===== src/rtl/maze_explorer.sv =====
// Depth-first maze explorer: walks a 16x16 grid from (0,0) to the goal and backtracks on dead ends.
// Optional PATH_TRACE_EN adds trace_valid/trace_dir and replays the found path before DONE.
module maze_explorer #(
    parameter int unsigned GRID_MAX    = 15,
    parameter int unsigned GOAL_ROW    = 15,
    parameter int unsigned GOAL_COL    = 15,
    parameter int unsigned STACK_DEPTH = 256
) (
    input  logic       clk,
    input  logic       rst_n,
    input  logic       start,
    output logic [7:0] row,
    output logic [7:0] colomn,
    output logic       mem_rd,
    input  logic       dout,
    output logic       mem_wr,
    output logic       mem_din,
    output logic       busy,
    output logic       done,
    output logic       fail,
    output logic       overflow,
`ifdef PATH_TRACE_EN
    output logic       trace_valid,
    output logic [1:0] trace_dir,
`endif
    output logic [8:0] path_len
);

    localparam int unsigned SpW    = (STACK_DEPTH > 1) ? $clog2(STACK_DEPTH) : 1;
    localparam logic [8:0]  DEPTH  = 9'(STACK_DEPTH);
    localparam logic [7:0]  GMAX   = 8'(GRID_MAX);
    localparam logic [7:0]  GOAL_R = 8'(GOAL_ROW);
    localparam logic [7:0]  GOAL_C = 8'(GOAL_COL);

    localparam logic [3:0] IDLE  = 4'd0;
    localparam logic [3:0] MARK  = 4'd1;
    localparam logic [3:0] PROBE = 4'd2;
    localparam logic [3:0] WAIT  = 4'd3;
    localparam logic [3:0] NEXT  = 4'd4;
    localparam logic [3:0] POP   = 4'd5;
    localparam logic [3:0] DONE  = 4'd6;
    localparam logic [3:0] FAIL  = 4'd7;
    localparam logic [3:0] TRACE = 4'd8;

    logic [3:0] state_q, state_d;
    logic [7:0] cur_row_q, cur_row_d, cur_col_q, cur_col_d;
    logic [1:0] dir_q, dir_d;
    logic [8:0] sp_q, sp_d;
    logic       done_q, done_d, fail_q, fail_d, ovf_q, ovf_d;
    logic [7:0] row_q, col_q;
    logic       push;

    logic [1:0] stack [STACK_DEPTH];

    logic [7:0] cand_row, cand_col, back_row, back_col;
    logic       cand_oob, at_goal;
    logic [1:0] pop_dir;
    logic [SpW-1:0] top_idx;

`ifdef PATH_TRACE_EN
    logic [8:0] trace_idx_q, trace_idx_d;
`endif

    assign top_idx  = sp_q[SpW-1:0] - SpW'(1);
    assign pop_dir  = stack[top_idx];
    assign at_goal  = (cur_row_q == GOAL_R) && (cur_col_q == GOAL_C);
    // 0-1 wraps to 8'hFF, so a single upper-bound compare also catches underflow
    assign cand_oob = (cand_row > GMAX) || (cand_col > GMAX);

    always_comb begin
        cand_row = cur_row_q;
        cand_col = cur_col_q;
        case (dir_q)
            2'd0:    cand_col = cur_col_q + 8'd1;
            2'd1:    cand_row = cur_row_q + 8'd1;
            2'd2:    cand_col = cur_col_q - 8'd1;
            default: cand_row = cur_row_q - 8'd1;
        endcase
    end

    // Undo the move recorded on top of the stack
    always_comb begin
        back_row = cur_row_q;
        back_col = cur_col_q;
        case (pop_dir)
            2'd0:    back_col = cur_col_q - 8'd1;
            2'd1:    back_row = cur_row_q - 8'd1;
            2'd2:    back_col = cur_col_q + 8'd1;
            default: back_row = cur_row_q + 8'd1;
        endcase
    end

    always_comb begin
        state_d   = state_q;
        cur_row_d = cur_row_q;
        cur_col_d = cur_col_q;
        dir_d     = dir_q;
        sp_d      = sp_q;
        done_d    = done_q;
        fail_d    = fail_q;
        ovf_d     = ovf_q;
        push      = 1'b0;
`ifdef PATH_TRACE_EN
        trace_idx_d = trace_idx_q;
`endif
        case (state_q)
            IDLE, DONE, FAIL: begin
                if (start) begin
                    state_d   = MARK;
                    cur_row_d = 8'd0;
                    cur_col_d = 8'd0;
                    sp_d      = 9'd0;
                    done_d    = 1'b0;
                    fail_d    = 1'b0;
                    ovf_d     = 1'b0;
                end
            end
            MARK: begin
                if (at_goal) begin
`ifdef PATH_TRACE_EN
                    if (sp_q == 9'd0) begin
                        state_d = DONE;
                        done_d  = 1'b1;
                    end else begin
                        state_d     = TRACE;
                        trace_idx_d = 9'd0;
                    end
`else
                    state_d = DONE;
                    done_d  = 1'b1;
`endif
                end else begin
                    dir_d   = 2'd0;
                    state_d = PROBE;
                end
            end
            PROBE: state_d = cand_oob ? NEXT : WAIT;
            WAIT: begin
                if (dout) begin
                    state_d = NEXT;
                end else if (sp_q == DEPTH) begin
                    state_d = FAIL;
                    fail_d  = 1'b1;
                    ovf_d   = 1'b1;
                end else begin
                    push      = 1'b1;
                    sp_d      = sp_q + 9'd1;
                    cur_row_d = cand_row;
                    cur_col_d = cand_col;
                    state_d   = MARK;
                end
            end
            NEXT: begin
                if (dir_q != 2'd3) begin
                    dir_d   = dir_q + 2'd1;
                    state_d = PROBE;
                end else begin
                    state_d = POP;
                end
            end
            POP: begin
                if (sp_q == 9'd0) begin
                    state_d = FAIL;
                    fail_d  = 1'b1;
                end else begin
                    sp_d      = sp_q - 9'd1;
                    cur_row_d = back_row;
                    cur_col_d = back_col;
                    if (pop_dir != 2'd3) begin
                        dir_d   = pop_dir + 2'd1;
                        state_d = PROBE;
                    end else begin
                        dir_d   = 2'd3;
                        state_d = NEXT;
                    end
                end
            end
`ifdef PATH_TRACE_EN
            TRACE: begin
                if (trace_idx_q == sp_q - 9'd1) begin
                    state_d = DONE;
                    done_d  = 1'b1;
                end else begin
                    trace_idx_d = trace_idx_q + 9'd1;
                end
            end
`endif
            default: state_d = IDLE;
        endcase
    end

    always_comb begin
        mem_wr  = (state_q == MARK);
        mem_rd  = (state_q == PROBE) && !cand_oob;
        mem_din = mem_wr;
        row     = row_q;
        colomn  = col_q;
        if (mem_wr) begin
            row    = cur_row_q;
            colomn = cur_col_q;
        end else if (mem_rd) begin
            row    = cand_row;
            colomn = cand_col;
        end
    end

    always_comb begin
        busy = 1'b0;
        case (state_q)
            MARK, PROBE, WAIT, NEXT, POP, TRACE: busy = 1'b1;
            default:                             busy = 1'b0;
        endcase
    end

    assign done     = done_q;
    assign fail     = fail_q;
    assign overflow = ovf_q;
    assign path_len = sp_q;

`ifdef PATH_TRACE_EN
    assign trace_valid = (state_q == TRACE);
    assign trace_dir   = trace_valid ? stack[trace_idx_q[SpW-1:0]] : 2'd0;
`endif

    always_ff @(posedge clk or negedge rst_n) begin
        if (!rst_n) begin
            state_q   <= IDLE;
            cur_row_q <= 8'd0;
            cur_col_q <= 8'd0;
            dir_q     <= 2'd0;
            sp_q      <= 9'd0;
            done_q    <= 1'b0;
            fail_q    <= 1'b0;
            ovf_q     <= 1'b0;
            row_q     <= 8'd0;
            col_q     <= 8'd0;
        end else begin
            state_q   <= state_d;
            cur_row_q <= cur_row_d;
            cur_col_q <= cur_col_d;
            dir_q     <= dir_d;
            sp_q      <= sp_d;
            done_q    <= done_d;
            fail_q    <= fail_d;
            ovf_q     <= ovf_d;
            row_q     <= row;
            col_q     <= colomn;
        end
    end

`ifdef PATH_TRACE_EN
    always_ff @(posedge clk or negedge rst_n) begin
        if (!rst_n) begin
            trace_idx_q <= 9'd0;
        end else begin
            trace_idx_q <= trace_idx_d;
        end
    end
`endif

    // Stack storage needs no reset: sp alone decides which entries are live
    always_ff @(posedge clk) begin
        if (push) begin
            stack[sp_q[SpW-1:0]] <= dir_q;
        end
    end

endmodule

===== config.mk =====
export PLATFORM = sky130hd
export DESIGN_NAME = maze_explorer
export DESIGN_NICKNAME = d
export VERILOG_FILES = /design/src/rtl/maze_explorer.sv
export SDC_FILE = /design/constraint.sdc
export NUM_CORES = 1
export LEC_CHECK = 0
export CAP_MARGIN = 10
export CORE_ASPECT_RATIO = 1.4
export CORE_MARGIN = 2
export CORE_UTILIZATION = 55
export CTS_BUF_LIST = sky130_fd_sc_hd__clkbuf_4 sky130_fd_sc_hd__clkbuf_8
export CTS_CLUSTER_DIAMETER = 150
export DETAILED_ROUTE_END_ITERATION = 12
export PLACE_DENSITY = 0.83
export SKIP_LAST_GASP = 1
export SYNTH_ARGS = -nofsm -noshare
export SYNTH_HDL_FRONTEND = slang
export SYNTH_SLANG_ARGS = --single-unit

===== constraint.sdc =====
create_clock -name clk -period 11.2 [get_ports clk]
set_input_delay 2.8 -clock clk [delete_from_list [all_inputs] [get_ports clk]]
set_output_delay 2.8 -clock clk [all_outputs]
set_load 0.005 [all_outputs]

* Word-level counts from Yosys, hierarchy flattened *
Memory sizes are Yosys's and may differ from the RTL's.
Index checks and enable logic that the tools add are counted.

word-level totals
  register bits = 50
  memory bits (writable) = 512
  input bits = 4
  output and inout bits = 32
  memories = 1

operators by class
  add/subtract/negate cells = 9
  order comparisons = 2
  equality and inequality tests = 28
  mux-type cells = 50
  reduce and logical (&&, ||, !) cells = 23

memory list
  memory  words  width  read ports  clocked after memory_dff  write ports  RTL line  text
  stack   256    2      1           0                         1            53        logic [1:0] stack [STACK_DEPTH];

operator list
  cell                                                                   number
  8-bit 2-to-1 mux                                                       11
  8-bit one-hot mux with 2 select lines                                  4
  8-bit one-hot mux with 3 select lines                                  2
  9-bit 2-to-1 mux                                                       4
  9-bit one-hot mux with 3 select lines                                  1
  4-bit one-hot mux with 6 select lines                                  1
  8-bit by 1-bit subtractor with 8-bit output (second input constant)    3
  2-bit != test (second input constant)                                  11
  3-bit 2-to-1 mux                                                       7
  8-bit by 1-bit adder with 8-bit output (second input constant)         2
  4-bit by 3-bit == test with 1-bit output (second input constant)       4
  8-bit by 4-bit == test with 1-bit output (second input constant)       2
  8-bit by 4-bit > comparator with 1-bit output (second input constant)  2
  6-bit AND reduction                                                    2
  1-bit 2-to-1 mux                                                       11
  5-bit AND reduction                                                    2
  9-bit by 1-bit adder with 9-bit output (second input constant)         1
  9-bit == test (second input constant)                                  1
  9-bit zero test                                                        1
  9-bit by 1-bit subtractor with 9-bit output (second input constant)    1
  4-bit by 2-bit == test with 1-bit output (second input constant)       2
  2-bit 2-to-1 mux                                                       4
  4-bit AND reduction                                                    2
  2-bit one-hot mux with 3 select lines                                  1
  21 further kinds                                                       30

* Logic depth before layout (Yosys ltp) *
  depth in word-level cells = 9
  mapped depth = 20
  depth with buffers taken out = 14

* Worst setup path after synthesis *
Ideal clock, no wire load.

  path kind = register to output
  start = reg dir_q[0]
  end = out colomn[0]
  arrival = 6793 ps
  path slack = 1607 ps
  stages on the path, launching flop included = 14
  buffers on the path = 2
  cells stage by stage = dfrtp_1 -> inv_1 -> ha_1 -> inv_1 -> clkbuf_1 -> a21oi_1 -> o21a_1 -> a211oi_1 -> and4b_1 -> nand4_1 -> nor4_2 -> clkbuf_1 -> a21oi_1 -> o22ai_1

on the way
  cells in the longest elaborated chain, start to end = 9
  elaborated cells on any way between the ends = 13
  classes of those cells = order compare: 2; eq/ne: 2; mux: 4; reduce/logical: 5

ends and longest elaborated chain
  item                                              RTL line  text
  start, declared                                   47        logic [1:0] dir_q, dir_d;
  start signal, assigned                            241       dir_q <= dir_d;
  2-bit == test or 2-bit zero test (tied branches)  73        case (dir_q)
  2-bit OR reduction (no line)                      -
  8-bit one-hot mux with 2 select lines             73
  8-bit by 4-bit > comparator with 1-bit output     68        assign cand_oob = (cand_row > GMAX) || (cand_col > GMAX);
  1-bit logical OR                                  68
  1-bit zero test                                   194       mem_rd = (state_q == PROBE) && !cand_oob;
  1-bit logical AND                                 194
  8-bit 2-to-1 mux (*)                              201       end else if (mem_rd) begin
  8-bit 2-to-1 mux (*)                              198       if (mem_wr) begin
  end, declared                                     13        output logic [7:0] colomn,

Mark *: on every way between the ends. The rest lies on a longest branch, timed or not.

* Worst setup path after layout *
  start = reg dir_q[0]
  end = out row[1]

on the way
  cells in the longest elaborated chain, start to end = 9
  elaborated cells on any way between the ends = 13
  classes of those cells = order compare: 2; eq/ne: 2; mux: 4; reduce/logical: 5

ends and longest elaborated chain
  item                                              RTL line  text
  2-bit == test or 2-bit zero test (tied branches)  73
  2-bit OR reduction (no line)                      -
  8-bit one-hot mux with 2 select lines             73
  8-bit by 4-bit > comparator with 1-bit output     68
  1-bit logical OR                                  68
  1-bit zero test                                   194
  1-bit logical AND                                 194
  8-bit 2-to-1 mux (*)                              201
  8-bit 2-to-1 mux (*)                              198
  end, declared                                     12        output logic [7:0] row,

Marked as above.

==> metrics <==
status finished clean; largest area contributor in the netlist edfxtp_1; Detailed Route Iter0 Violations 1623; sw power 3.44 mW; Fin Hold WS 0.487 ns; die area 47300 sq um; fin. max-slew vios 0; Slew @ Worst Pin 1.31 ns; first-pass GRT wire length 87800 microns; Seq pwr share 34.0%; commonest non-fill, non-tap cells in the layout 512 x edfxtp_1, 317 x nor2_1, 158 x nand2_1; via count 15200; Setup Total Neg Slack 0 ns; worst r2r dst cur_row_q[6]; post-CTS sizing 0; Pint 4.72 mW; syn_nets 1740; DRT Pass-1 Iters 6; Routed Antenna Nets 0; Synth Warn # 0; Clock Latency Late Sink 0.65 ns; PD cells 300 nW/um^2; maximum vdd drop 0.000243 V; final hold vios 0; # rows 92; Die Wd 184 microns; worst hold path type reg -> reg; Buf/Inv on CP 4; RSZ-0062 raised after global routing false; final instance area 27200 sq um; leading cell type in the layout, fill and taps excluded edfxtp_1; Cells after Synth 1715; Gate power share 47.9%; switching share of total power 42.1%; TritonCTS buffer count 77; Critical Path, Cell by Cell inv_1 > ha_1 > inv_1 > a21oi_1 > o21a_1 > a211oi_1 > and4b_1 > nand4_1 > nor4_4 > buf_4 > mux2i_1 > o21ai_0 > clkdlybuf4s50_1; Core Region 45000 sq um; vias in the first global route 15800; H-tree levels 3; Crit path max-delay family buffers and inverters; final weighted congestion in routability-driven placement 0.908; post-synthesis register bit count 561; initial antenna violation count 1; worst reg2reg path startpoint path_len[0]; CP Capture Type output port; cell depth of the worst setup path 13; Area after DPL 25700 sq um; Reg2Reg Depth 13; clock share of power 18.0%; clk slew on worst S/H paths 0.06 ns; Clock Skews 0.0228 ns; most used cell, CP inv_1; required time worst endpoint 8.40 ns; WL final 57800 microns; fraction of registers with async set/reset 8.73%; Pleak 8.69 nW; f_max 125 MHz; Slowest Stage Delay on Critical Path 0.80 ns; CP endpoint row[1]; WL/cell 24.1 microns; Synth Flop Type edfxtp_1; WS Path Type reg -> out; Syn Std Cell Area 25000 sq um; Yosys cell types 74; post-CTS setup buffer count 0; slowest stage cell, crit path dfrtp_4; headroom to the max-slew limit 12.3%; GRT overflow 0; Final setup viols 0; Synth area leaders edfxtp_1 61%, mux4_2 12%, dfrtp_1 4.9%; CP max FO 59; total track usage 24.8%; Syn-to-layout area delta 8.50%; CP Launch Point dir_q[0]; register area share after synthesis 66.3%; vias per cell 6.36; Final min period 7.97 ns; post-route DRC violation count 0; IO Pins 36; Post-synth EDFFs 512; CTS tree yes; fin crit share 71.2%; Yosys top cell area share 61.4%; max_cap viols 0; CTS max path bufs 3; DP Wirelength 35100 microns; largest net degree at the start of global routing 115; average cell area after synthesis 14.6 sq um; Crit path arrival time 5.17 ns; # nets final 1755; nature of the critical path startpoint register; flop-to-flop setup slack 4.80 ns; clock tree sinks 561; Buffers on Ports 35; CTS root buf clkbuf_8; starting density of the core 55.6%; die height 256 microns; Hold Buf Count CTS 0; share of layout cells above drive strength 1 16.4%
## power by group through the flow
stage	clock, mW	combinational [mW]	sequential, mW
4_1_cts	1.49	3.85	2.77
6_report	1.47	3.91	2.78
3_3_place_gp	0	3.75	2.81
2_1_floorplan	0	2.72	2.78
3_5_place_dp	0	3.83	2.81
5_1_grt	1.56	4.12	2.79
## layout make-up
type | count | area (sq um)
diodes | 1 | 2.50
clock buffers | 105 | 1290
clock inverters | 27 | 126
fillers | 3238 | 17800
inverters | 27 | 101
multi-input cells | 1010 | 7790
flip-flops and latches | 561 | 16600
well taps | 611 | 764
repair buffers | 53 | 480
## layer usage
metal | share of wire, % | vias up | track usage, %
met5 | 0 | - | 0
met4 | 5.0 | 0 | 13.5
met3 | 8.6 | 189 | 4.70
met2 | 52 | 863 | 42.5
met1 | 34 | 7618 | 29.6
li1 | - | 6555 | -
## worst reg2reg max path: stages, from the launching register on
cell and delay (ns):
dfrtp_4 1.09, inv_1 0.33, ha_4 1.04, buf_4 0.82, mux4_2 0.45, nand2_1 0.08, nand2_1 0.06, o21ai_0 0.46
nor3_1 0.22, a2111oi_4 0.65, o21ai_2 0.32, mux2_4 0.38, o32a_1 0.28, o22ai_1 0.12
## Yosys cell counts (6+ instances only)
cell      instances
clkbuf_1         71
buf_4             7
nand3_1          44
mux4_2          128
o21bai_1          6
o21a_1            7
o22ai_1          25
dfrtp_1          49
a32o_1            9
mux2i_1          33
nand4_1           6
buf_2            19
nor2_1          317
buf_6            14
a221oi_1          6
nor2b_1          10
edfxtp_1        512
o211ai_1          8
nand2_1         158
ha_1             20
buf_1             6
a31oi_1          10
xor2_1           10
xnor2_1          12
a221o_1           6
nand2b_1          7
o21ai_0          41
a21o_1            7
nor3_1           21
a21oi_1          34
inv_1            27
## cells by family (layout without fill, tap and decap cells)
logic type               count (synthesis)  count (layout)  synth area share (%)
AND/OR/NAND/NOR                        597             597                  10.1
flip-flops                             561             561                  66.3
AO/OA/AOI/OAI                          204             204                  5.81
multiplexers                           165             165                  13.0
buffers and inverters                  144             212                  2.78
XOR/XNOR                                23              23                 0.880
adder cells (fa/ha/maj)                 21              21                  1.08
other                                    0               1                     0
## stage by stage
step                instances  power (mW)  setup WS (ns)  util (%)
floorplan                1715        5.50           1.61         -
global placement         2262        6.56           4.08      57.2
detailed placement       2262        6.65           3.98      57.2
CTS                      2394        8.10           3.22      60.3
global route             2395        8.47           2.93      60.3
finish                   2395        8.15           3.23      60.3
## how the worst min path moves through the flow
stage | start | to | slack (ns) | depth (start not counted)
2_1_floorplan | done | done | 0.47 | 2
3_3_place_gp | done | done | 0.47 | 2
3_5_place_dp | fail | fail | 0.48 | 1
4_1_cts | fail | fail | 0.49 | 1
5_1_grt | fail | fail | 0.51 | 1
6_report | fail | fail | 0.49 | 1
## flip-flops by register name, summed over array words and instances, names as in the netlist
signal / count
overflow: 1
cur_row_q: 8
done: 1
path_len: 9
stack: 512
row_q: 8
col_q: 8
dir_q: 2
cur_col_q: 8
fail: 1
state_q: 3
Power figures use the tool's default switching activity.
